$ cat src/rtl/aes_out_serializer_if.sv
// Handshake and status bundle between the AES result serializer and the
// logic around it: capture inputs, the 32-bit valid/ready word stream and
// the buffer status outputs.
interface aes_out_serializer_if #(
    parameter int DEPTH = 2,
    parameter int CNT_W = 16
);
    localparam int LVL_W = $clog2(DEPTH) + 1;

    logic               AES_data_out_valid;
    logic [127:0]       AES_data_out;
    logic               ser_clr;
    logic               ser_ready;
    logic               ser_valid;
    logic [31:0]        ser_data;
    logic               ser_last;
    logic               ser_overflow;
    logic [CNT_W-1:0]   ser_block_cnt;
    logic [LVL_W-1:0]   ser_level;

    // Side that produces results and consumes the word stream.
    modport master (
        output AES_data_out_valid,
        output AES_data_out,
        output ser_clr,
        output ser_ready,
        input  ser_valid,
        input  ser_data,
        input  ser_last,
        input  ser_overflow,
        input  ser_block_cnt,
        input  ser_level
    );

    // The serializer itself.
    modport slave (
        input  AES_data_out_valid,
        input  AES_data_out,
        input  ser_clr,
        input  ser_ready,
        output ser_valid,
        output ser_data,
        output ser_last,
        output ser_overflow,
        output ser_block_cnt,
        output ser_level
    );
endinterface

$ cat src/rtl/aes_out_serializer.sv
// AES result serializer: captures a 128-bit result on the rising edge of the
// core's valid, buffers up to DEPTH blocks and streams each one out as four
// 32-bit words, most-significant word first.
//
//  state     | meaning
//  ----------+---------------------------------------------------------
//  ST_EMPTY  | no block held, ser_valid low
//  ST_STREAM | at least one block held, word word_idx_q of buf[rd_ptr]
//            | presented on ser_data
module aes_out_serializer #(
    parameter int DEPTH = 2,
    parameter int CNT_W = 16
) (
    input  logic               AES_clk,
    input  logic               AES_rst_n,
    aes_out_serializer_if.slave bus
);
    localparam int PTR_W = $clog2(DEPTH);
    localparam int LVL_W = PTR_W + 1;

    typedef enum logic {
        ST_EMPTY  = 1'b0,
        ST_STREAM = 1'b1
    } state_t;

    state_t             state_q, state_d;
    logic               valid_dly_q;
    logic [PTR_W-1:0]   wr_ptr_q, wr_ptr_d;
    logic [PTR_W-1:0]   rd_ptr_q, rd_ptr_d;
    logic [1:0]         word_idx_q, word_idx_d;
    logic [LVL_W-1:0]   level_q, level_d;
    logic               overflow_q, overflow_d;
    logic [CNT_W-1:0]   cnt_q, cnt_d;
    logic [127:0]       buf_q [DEPTH];

    logic               capture;
    logic               xfer;
    logic               pop;
    logic               full_after_pop;
    logic               accept;
    logic               drop;
    logic               ser_valid_c;
    logic               ser_last_c;
    logic [31:0]        ser_data_c;
    logic [127:0]       cur_blk;

    // Fullness is judged after a same-cycle pop so that a capture landing on
    // the final word handshake of a full buffer is still accepted.
    assign capture        = bus.AES_data_out_valid & ~valid_dly_q;
    assign xfer           = (state_q == ST_STREAM) & bus.ser_ready;
    assign pop            = xfer & (word_idx_q == 2'd3);
    assign full_after_pop = (level_q == LVL_W'(DEPTH)) & ~pop;
    assign accept         = capture & ~full_after_pop;
    assign drop           = capture & full_after_pop;
    assign cur_blk        = buf_q[rd_ptr_q];

    // State register.
    always_ff @(posedge AES_clk or negedge AES_rst_n) begin
        if (!AES_rst_n) state_q <= ST_EMPTY;
        else            state_q <= state_d;
    end

    // Next state and stream outputs; everything here comes from flops only.
    always_comb begin
        state_d     = state_q;
        ser_valid_c = 1'b0;
        ser_last_c  = 1'b0;
        ser_data_c  = '0;
        case (state_q)
            ST_EMPTY: begin
                if (accept) state_d = ST_STREAM;
            end
            ST_STREAM: begin
                ser_valid_c = 1'b1;
                ser_last_c  = (word_idx_q == 2'd3);
                case (word_idx_q)
                    2'd0:    ser_data_c = cur_blk[127:96];
                    2'd1:    ser_data_c = cur_blk[95:64];
                    2'd2:    ser_data_c = cur_blk[63:32];
                    default: ser_data_c = cur_blk[31:0];
                endcase
                if (pop && !accept && level_q == LVL_W'(1)) state_d = ST_EMPTY;
            end
            default: state_d = ST_EMPTY;
        endcase
    end

    // Pointer, occupancy and status next-state logic.
    always_comb begin
        wr_ptr_d   = wr_ptr_q;
        rd_ptr_d   = rd_ptr_q;
        word_idx_d = word_idx_q;
        level_d    = level_q;
        cnt_d      = bus.ser_clr ? '0 : cnt_q;
        overflow_d = (overflow_q & ~bus.ser_clr) | drop;

        if (accept) begin
            wr_ptr_d = wr_ptr_q + PTR_W'(1);
            cnt_d    = cnt_d + CNT_W'(1);
        end
        if (xfer) word_idx_d = word_idx_q + 2'd1;
        if (pop)  rd_ptr_d   = rd_ptr_q + PTR_W'(1);

        case ({accept, pop})
            2'b10:   level_d = level_q + LVL_W'(1);
            2'b01:   level_d = level_q - LVL_W'(1);
            default: level_d = level_q;
        endcase
    end

    // Control and status registers; reset drops any partially sent block.
    always_ff @(posedge AES_clk or negedge AES_rst_n) begin
        if (!AES_rst_n) begin
            valid_dly_q <= 1'b0;
            wr_ptr_q    <= '0;
            rd_ptr_q    <= '0;
            word_idx_q  <= '0;
            level_q     <= '0;
            overflow_q  <= 1'b0;
            cnt_q       <= '0;
        end else begin
            valid_dly_q <= bus.AES_data_out_valid;
            wr_ptr_q    <= wr_ptr_d;
            rd_ptr_q    <= rd_ptr_d;
            word_idx_q  <= word_idx_d;
            level_q     <= level_d;
            overflow_q  <= overflow_d;
            cnt_q       <= cnt_d;
        end
    end

    // Block storage; contents are only meaningful while level_q covers them.
    always_ff @(posedge AES_clk) begin
        if (accept) buf_q[wr_ptr_q] <= bus.AES_data_out;
    end

    assign bus.ser_valid     = ser_valid_c;
    assign bus.ser_data      = ser_data_c;
    assign bus.ser_last      = ser_last_c;
    assign bus.ser_overflow  = overflow_q;
    assign bus.ser_block_cnt = cnt_q;
    assign bus.ser_level     = level_q;
endmodule

$ cat src/flat_wrapper.sv
// flat-port wrapper written by rule: the top's interface ports become plain ports
module aes_out_serializer_flat 
#(
    parameter int DEPTH = 2,
    parameter int CNT_W = 16
)
  (AES_clk, AES_rst_n, bus_AES_data_out_valid, bus_AES_data_out, bus_ser_clr, bus_ser_ready, bus_ser_valid, bus_ser_data, bus_ser_last, bus_ser_overflow, bus_ser_block_cnt, bus_ser_level);
  aes_out_serializer_if #(.DEPTH(DEPTH), .CNT_W(CNT_W)) bus_i ();
  input  logic AES_clk;
  input  logic AES_rst_n;
  input wire logic [$bits(bus_i.AES_data_out_valid)-1:0] bus_AES_data_out_valid;
  input wire logic [$bits(bus_i.AES_data_out)-1:0] bus_AES_data_out;
  input wire logic [$bits(bus_i.ser_clr)-1:0] bus_ser_clr;
  input wire logic [$bits(bus_i.ser_ready)-1:0] bus_ser_ready;
  output wire logic [$bits(bus_i.ser_valid)-1:0] bus_ser_valid;
  output wire logic [$bits(bus_i.ser_data)-1:0] bus_ser_data;
  output wire logic [$bits(bus_i.ser_last)-1:0] bus_ser_last;
  output wire logic [$bits(bus_i.ser_overflow)-1:0] bus_ser_overflow;
  output wire logic [$bits(bus_i.ser_block_cnt)-1:0] bus_ser_block_cnt;
  output wire logic [$bits(bus_i.ser_level)-1:0] bus_ser_level;
  assign bus_i.AES_data_out_valid = bus_AES_data_out_valid;
  assign bus_i.AES_data_out = bus_AES_data_out;
  assign bus_i.ser_clr = bus_ser_clr;
  assign bus_i.ser_ready = bus_ser_ready;
  assign bus_ser_valid = bus_i.ser_valid;
  assign bus_ser_data = bus_i.ser_data;
  assign bus_ser_last = bus_i.ser_last;
  assign bus_ser_overflow = bus_i.ser_overflow;
  assign bus_ser_block_cnt = bus_i.ser_block_cnt;
  assign bus_ser_level = bus_i.ser_level;
  aes_out_serializer #(.DEPTH(DEPTH), .CNT_W(CNT_W)) u_core (.AES_clk(AES_clk), .AES_rst_n(AES_rst_n), .bus(bus_i));
endmodule
$ cat config.mk
export PLATFORM = sky130hd
export DESIGN_NAME = aes_out_serializer_flat
export DESIGN_NICKNAME = d
export VERILOG_FILES = /design/src/rtl/aes_out_serializer_if.sv /design/src/rtl/aes_out_serializer.sv /design/src/flat_wrapper.sv
export SDC_FILE = /design/constraint.sdc
export NUM_CORES = 1
export LEC_CHECK = 0
export CORE_ASPECT_RATIO = 0.75
export CORE_MARGIN = 2
export CORE_UTILIZATION = 57
export DETAILED_ROUTE_END_ITERATION = 6
export PLACE_DENSITY = 0.85
export SETUP_SLACK_MARGIN = 0.2
export SLEW_MARGIN = 20
export SYNTH_ARGS = -nofsm -noshare
export SYNTH_HDL_FRONTEND = slang
export SYNTH_SLANG_ARGS = --single-unit
export TNS_END_PERCENT = 20
$ cat constraint.sdc
create_clock -name AES_clk -period 13.1 [get_ports AES_clk]
set_clock_uncertainty 0.05 [all_clocks]
set_input_delay 2.62 -clock AES_clk [delete_from_list [all_inputs] [get_ports AES_clk]]
set_output_delay 2.62 -clock AES_clk [all_outputs]
set_load 0.02 [all_outputs]
# ---- After elaboration in Yosys (flattened, before gate mapping)
# Memory sizes are Yosys's and may differ from the RTL's.
# Cells that the tools add are included.
dict set report word_totals {
  input_bits 133
  mem_bits_rw 256
  mem_count 1
  regBits 25
  out_inout_bits 53
  word_cells 51
}
# memory depth word_bits rd rd_ports_with_merged_regs write_ports line_no
set memory_table {}
lappend memory_table {u_core.buf_q 2 128 1 0 1 aes_out_serializer.sv:34} ;# logic [127:0] buf_q [DEPTH];
dict set report op_classes {
  bitwise_logic 13
  n_reduce_logical 5
  n_addsub 6
  n_mux 11
  eq_ne 7
}
# operator n
set ops {}
lappend ops {{32-bit case mux with 3 select lines} 1}
lappend ops {{16-bit 2-to-1 mux} 2}
lappend ops {{32-bit 2-to-1 mux} 1}
lappend ops {{16-bit by 1-bit adder with 16-bit output, second input constant} 1}
lappend ops {{2-bit == test, second input constant} 4}
lappend ops {{1-bit AND} 7}
lappend ops {{2-bit by 1-bit == test with 1-bit output, second input constant} 3}
lappend ops {{1-bit 2-to-1 mux} 5}
lappend ops {{1-bit inverter} 5}
lappend ops {{2-bit by 1-bit adder with 2-bit output, second input constant} 2}
lappend ops {{2-bit case mux with 2 select lines} 1}
lappend ops {{1-bit adder, second input constant} 2}
lappend ops {{1-bit logical AND} 2}
lappend ops {{2-bit logical NOT} 1}
lappend ops {{1-bit case mux with 2 select lines} 1}
lappend ops {{2-bit nonzero test} 1}
lappend ops {{2-bit by 1-bit subtractor with 2-bit output, second input constant} 1}
lappend ops {{1-bit logical NOT} 1}
lappend ops {{1-bit bitwise OR} 1}

# ---- Depth between registers and ports, before layout
dict set report depth {
  word_depth 11
  depth_mapped 9
  ltp_nobuf 8
}

# ---- Worst setup path before layout
# No wires, ideal clock.
dict set report synth_path {
  path_type {in2reg}
  start {in bus_ser_ready}
  end {mem u_core.buf_q[0][0] (enable)}
  path_slack_ps 3759
  cell_stages 5
  path_buffers 1
  t_arrival_ps 8674
  setup_ps 617
  path_cell_list {nand3_1 > buf_2 > a21oi_1 > inv_1 > nor2_1}
}
dict set report synth_via {
  elab_chain_len 8
}
# element line_no
set synth_rtl {}
lappend synth_rtl {{from (decl)} flat_wrapper.sv:14} ;# input wire logic [$bits(bus_i.ser_ready)-1:0] bus_ser_ready;
lappend synth_rtl {{1-bit AND} aes_out_serializer.sv:50} ;# assign xfer = (state_q == ST_STREAM) & bus.ser_ready;
lappend synth_rtl {{1-bit AND} aes_out_serializer.sv:51} ;# assign pop = xfer & (word_idx_q == 2'd3);
lappend synth_rtl {{1-bit inverter} aes_out_serializer.sv:52} ;# assign full_after_pop = (level_q == LVL_W'(DEPTH)) & ~pop;
lappend synth_rtl {{1-bit AND} aes_out_serializer.sv:52}
lappend synth_rtl {{1-bit inverter} aes_out_serializer.sv:53} ;# assign accept = capture & ~full_after_pop;
lappend synth_rtl {{1-bit AND} aes_out_serializer.sv:53}
lappend synth_rtl {{1-bit 2-to-1 mux} aes_out_serializer.sv:134} ;# if (accept) buf_q[wr_ptr_q] <= bus.AES_data_out;
lappend synth_rtl {{1-bit 2-to-1 mux (not written as such)} aes_out_serializer.sv:134}
lappend synth_rtl {{to (decl)} aes_out_serializer.sv:34}
# No other way between the ends.

# ---- Worst setup path after layout
dict set report layout_path {
  start {reg u_core.word_idx_q[0]}
  end {out bus_ser_data[0]}
}
dict set report layout_via {
  elab_chain_len 3
  elab_cells_between_ends 5
  cone_classes {2 x eq/ne; 2 x mux; 1 x reduce/logical}
}
# element line_no
set layout_rtl {}
lappend layout_rtl {{from (decl)} aes_out_serializer.sv:30} ;# logic [1:0] word_idx_q, word_idx_d;
lappend layout_rtl {{from (signal assigned)} aes_out_serializer.sv:125} ;# word_idx_q <= word_idx_d;
lappend layout_rtl {{2-bit == test (tied with other cells)} aes_out_serializer.sv:76} ;# case (word_idx_q)
lappend layout_rtl {{32-bit case mux with 3 select lines *} aes_out_serializer.sv:76}
lappend layout_rtl {{32-bit 2-to-1 mux *} aes_out_serializer.sv:69} ;# case (state_q)
lappend layout_rtl {{to (decl)} flat_wrapper.sv:16} ;# output wire logic [$bits(bus_i.ser_data)-1:0] bus_ser_data;
# Mark *: on every way between the ends. The rest lies on a longest branch, timed or not.

==> results.sh <==
export IMPL_timing_critical_path_to_type="output pin"
export IMPL_starting_density_of_the_core=0.5834
export IMPL_path_clk_slew_ns=0.06
export IMPL_h_tree_depth=1
export IMPL_finish_utilization=0.7417
export IMPL_run_status="complete, no violations"
export IMPL_die_height_um=123.2
export IMPL_vias_after_detailed_routing=6983
export IMPL_final_setup_viol_count=0
export IMPL_netlist_area_mm2=0.01080
export IMPL_clock_root_buffer="clkbuf_16"
export IMPL_setup_repair_after_global_routing_missed_its_margin="false"
export IMPL_yosys_warnings=0
export IMPL_postCtsResizedCells=0
export IMPL_globalplace_congestion=0.8287
export IMPL_synthTopCellsByArea="edfxtp_1 71%, dfrtp_1 5.8%, a222oi_1 5.7%"
export IMPL_report_final_slew_viol_count=0
export IMPL_postSynthRegisterBits=281
export IMPL_syn2layout_area_growth_pct=27.14
export IMPL_setup_bufs_post_cts=0
export IMPL_pwr_share_comb=0.375
export IMPL_grt_max_degree=67
export IMPL_holdBufCountCts=0
export IMPL_internal_power_w=0.002027
export IMPL_post_synth_cell_area_avg_um2=16.26
export IMPL_final_net_count=980
export IMPL_i_o_pin_count=186
export IMPL_worstSetupStartpointType="register"
export IMPL_max_clock_freq_mhz=158.6
export IMPL_synth_seq_area_share=0.7700
export IMPL_async_reset_ff_frac=0.08897
export IMPL_critical_path_max_stage_delay_ns=0.67
export IMPL_vdd_ir_drop_worst_mv=0.1516
export IMPL_ctsLongestPathBuffers=3
export IMPL_design_core_area_mm2=0.01851
export IMPL_critical_path_max_fanout=66
export IMPL_grt_antenna_before_repair=3
export IMPL_first_global_vias=7065
export IMPL_synth_nets=807
export IMPL_grt_util_all_layers=0.2477
export IMPL_synth_top_family_by_area="compound AO/OA/AOI/OAI gates"
export IMPL_p_clk_frac=0.243
export IMPL_setup_tns_ns=0
export IMPL_cts_tree="done"
export IMPL_final_period_minus_worst_setup_slack_ns=6.304
export IMPL_yosys_top_cells_count="256 x edfxtp_1, 62 x a222oi_1, 44 x clkbuf_1, 41 x nor2_1, 40 x a21oi_1"
export IMPL_cell_chain_of_the_critical_path="ha_1 > clkinv_2 > buf_4 > o21ai_0 > a21oi_1 > o21a_1 > clkdlybuf4s50_1"
export IMPL_cts_buffers=26
export IMPL_drc_errors=0
export IMPL_drt_pass1_iter_count=7
export IMPL_grt_pass1_wl_um=37850
export IMPL_power_sequential_fraction=0.381
export IMPL_cp_arrival_ns=3.63
export IMPL_initialDrtViolationCount=901
export IMPL_synthFlopType="edfxtp_1"
export IMPL_number_of_nets_with_antenna_violations_after_routing=0
export IMPL_cp_required_ns=10.43
export IMPL_power_switching_w=0.001048
export IMPL_skew_pair_late_insertion_delay_ns=0.53
export IMPL_post_synth_top_area_fraction=0.7120
export IMPL_max_slew_margin_rel=0.3831
export IMPL_power_density_mw_per_mm2=224.0
export IMPL_synth_xor_xnor_area_share=0.01055
export IMPL_layout_worst_path_cycle_share=0.4812
export IMPL_yosys_area_share_adder=0.01159
export IMPL_numPortBuffers=185
export IMPL_vias_per_cell=6.314
export IMPL_final_hold_violation_count=0
export IMPL_cell_with_the_most_instances_after_synthesis="edfxtp_1"
export IMPL_synth_enable_flop_cells=256
export IMPL_setup_worst_path_class="reg2out"
export IMPL_dieWidth_um=162.9
export IMPL_post_drt_wl_per_cell_um=22.78
export IMPL_synthesis_instances=664
export IMPL_post_route_cells_drive_above_1_share=0.07818
export IMPL_dp_hpwl_um=15270
export IMPL_std_cell_rows=43
export IMPL_worstHoldPathType="reg2reg"
export IMPL_synthMuxAreaShare=0.004172
export IMPL_cpMaxStageDelayCell="buf_4"
export IMPL_synth_simple_gate_area_share=0.03465
export IMPL_max_cap_violations=0
export IMPL_cts_num_sinks=281
export IMPL_top_cell_type_by_total_area_after_synthesis="edfxtp_1"
export IMPL_globalRouteOverflowTotal=0
export IMPL_p_leak_nw=4.522
export IMPL_design_die_area_mm2=0.02007
export IMPL_switching_share_of_power=0.3408
export IMPL_worst_slew_pin_slew_ns=0.9254
export IMPL_synth_lib_cells_used_distinct=39
export IMPL_nFillCells=1127
export IMPL_totalWireLength_um=25200
export IMPL_complex_gate_fraction_of_the_synthesized_area=0.1473
[kinds of logic after synthesis]
logic type / count (synthesis)
AOI/OAI and AO/OA: 215
xor gates and xnor gates: 13
adders and majority gates: 10
buffers and inverters: 62
DFF: 281
muxes: 4
and+or+nand+nor: 79
[flip-flops by register name (all words and copies together), names as in the netlist]
signal and flops:
u_core.buf_q 256, u_core.bus.ser_block_cnt 16, u_core.bus.ser_level 2, u_core.word_idx_q 2, u_core.bus.ser_overflow 1, u_core.rd_ptr_q 1, u_core.state_q 1, u_core.valid_dly_q 1
u_core.wr_ptr_q 1
[worst paths after layout]
kind	startpoint	end	slack, ns	cells past startpoint
min reg2reg	u_core.bus.ser_overflow	u_core.bus.ser_overflow	0.49	2
max in group asynchronous	AES_rst_n	u_core.rd_ptr_q	10.56	1
max	u_core.word_idx_q[0]	bus_ser_data[0]	6.80	7
max reg2reg	u_core.state_q	u_core.buf_q[0][103]	8.52	7
min in group asynchronous	AES_rst_n	u_core.bus.ser_level[1]	2.04	1
min	u_core.bus.ser_overflow	u_core.bus.ser_overflow	0.49	2
[routing by layer]
metal | global-route usage | vias to the layer above | share of wire
met1 | 0.3298 | 3413 | 0.39
met4 | 0.09458 | 2 | 0.033
li1 | - | 3066 | -
met3 | 0.04864 | 70 | 0.096
met2 | 0.4118 | 432 | 0.48
met5 | 0 | - | 0.00052
[placed cells by master (no fill, tap or decap), types with 3 or more instances in the layout]
master           netlist  final
edfxtp_1             256    256
clkdlybuf4s50_1        0    184
a222oi_1              62     62
a21oi_1               40     40
nor2_1                41     40
o21ai_0               35     35
a211oi_1              34     34
o21a_1                31     31
clkbuf_16              0     27
dfrtp_1               25     24
inv_1                 12     12
xnor2_1               12     12
nand2_1               11     11
buf_4                  0      9
clkinv_2               0      8
nor2b_1                7      7
ha_1                  10      7
nand3_1                4      4
mux2_2                 4      4
clkinv_1               0      4
nor3_1                 3      3
nand4_1                3      3
a2111oi_0              3      3
ha_2                   0      3
clkbuf_8               0      3
[layout make-up]
| cell class | count | area [µm²] | area share |
|---|---|---|---|
| Sequential cell | 281 | 8314 | 0.6057 |
| Multi-Input combinational cell | 321 | 2266 | 0.1651 |
| Timing Repair Buffer | 194 | 1914 | 0.1395 |
| Clock buffer | 32 | 724.4 | 0.05278 |
| Tap cell | 247 | 309.0 | 0.02251 |
| Clock inverter | 16 | 143.9 | 0.01048 |
| Inverter | 13 | 50.05 | 0.003646 |
| Antenna cell | 2 | 5.005 | 0.0003646 |
[per-stage QoR]
stage	setup WS [ns]	cells	area, µm²	hold WS, ns	total power [W]
3_5_place_dp	6.895	1056	12860	0.4729	0.002330
2_1_floorplan	3.759	664	10800	0.4103	0.001881
6_report	6.796	1106	13730	0.4887	0.003075
4_1_cts	6.826	1104	13730	0.4884	0.003087
5_1_grt	6.587	1105	13720	0.5031	0.003202
3_3_place_gp	7.052	1056	12860	0.4648	0.002281
[power groups by stage]
stage	registers, W	clock network, W	logic, W
after detailed placement	0.00119	0	0.00114
after global placement	0.00118	0	0.00110
final	0.00117	0.000748	0.00115
after floorplan	0.00118	0	0.000702
after global routing	0.00118	0.000792	0.00123
after CTS	0.00117	0.000761	0.00115
[worst max-delay path: cells and delay by family (launching register included)]
family                   cells  cell delay [ns]
buffers and inverters        3             1.78
flip-flops                   1             0.44
adder cells (fa/ha/maj)      1             0.24
AO/OA/AOI/OAI                3             0.63
Note: power is estimated with default switching activity, not from simulation.
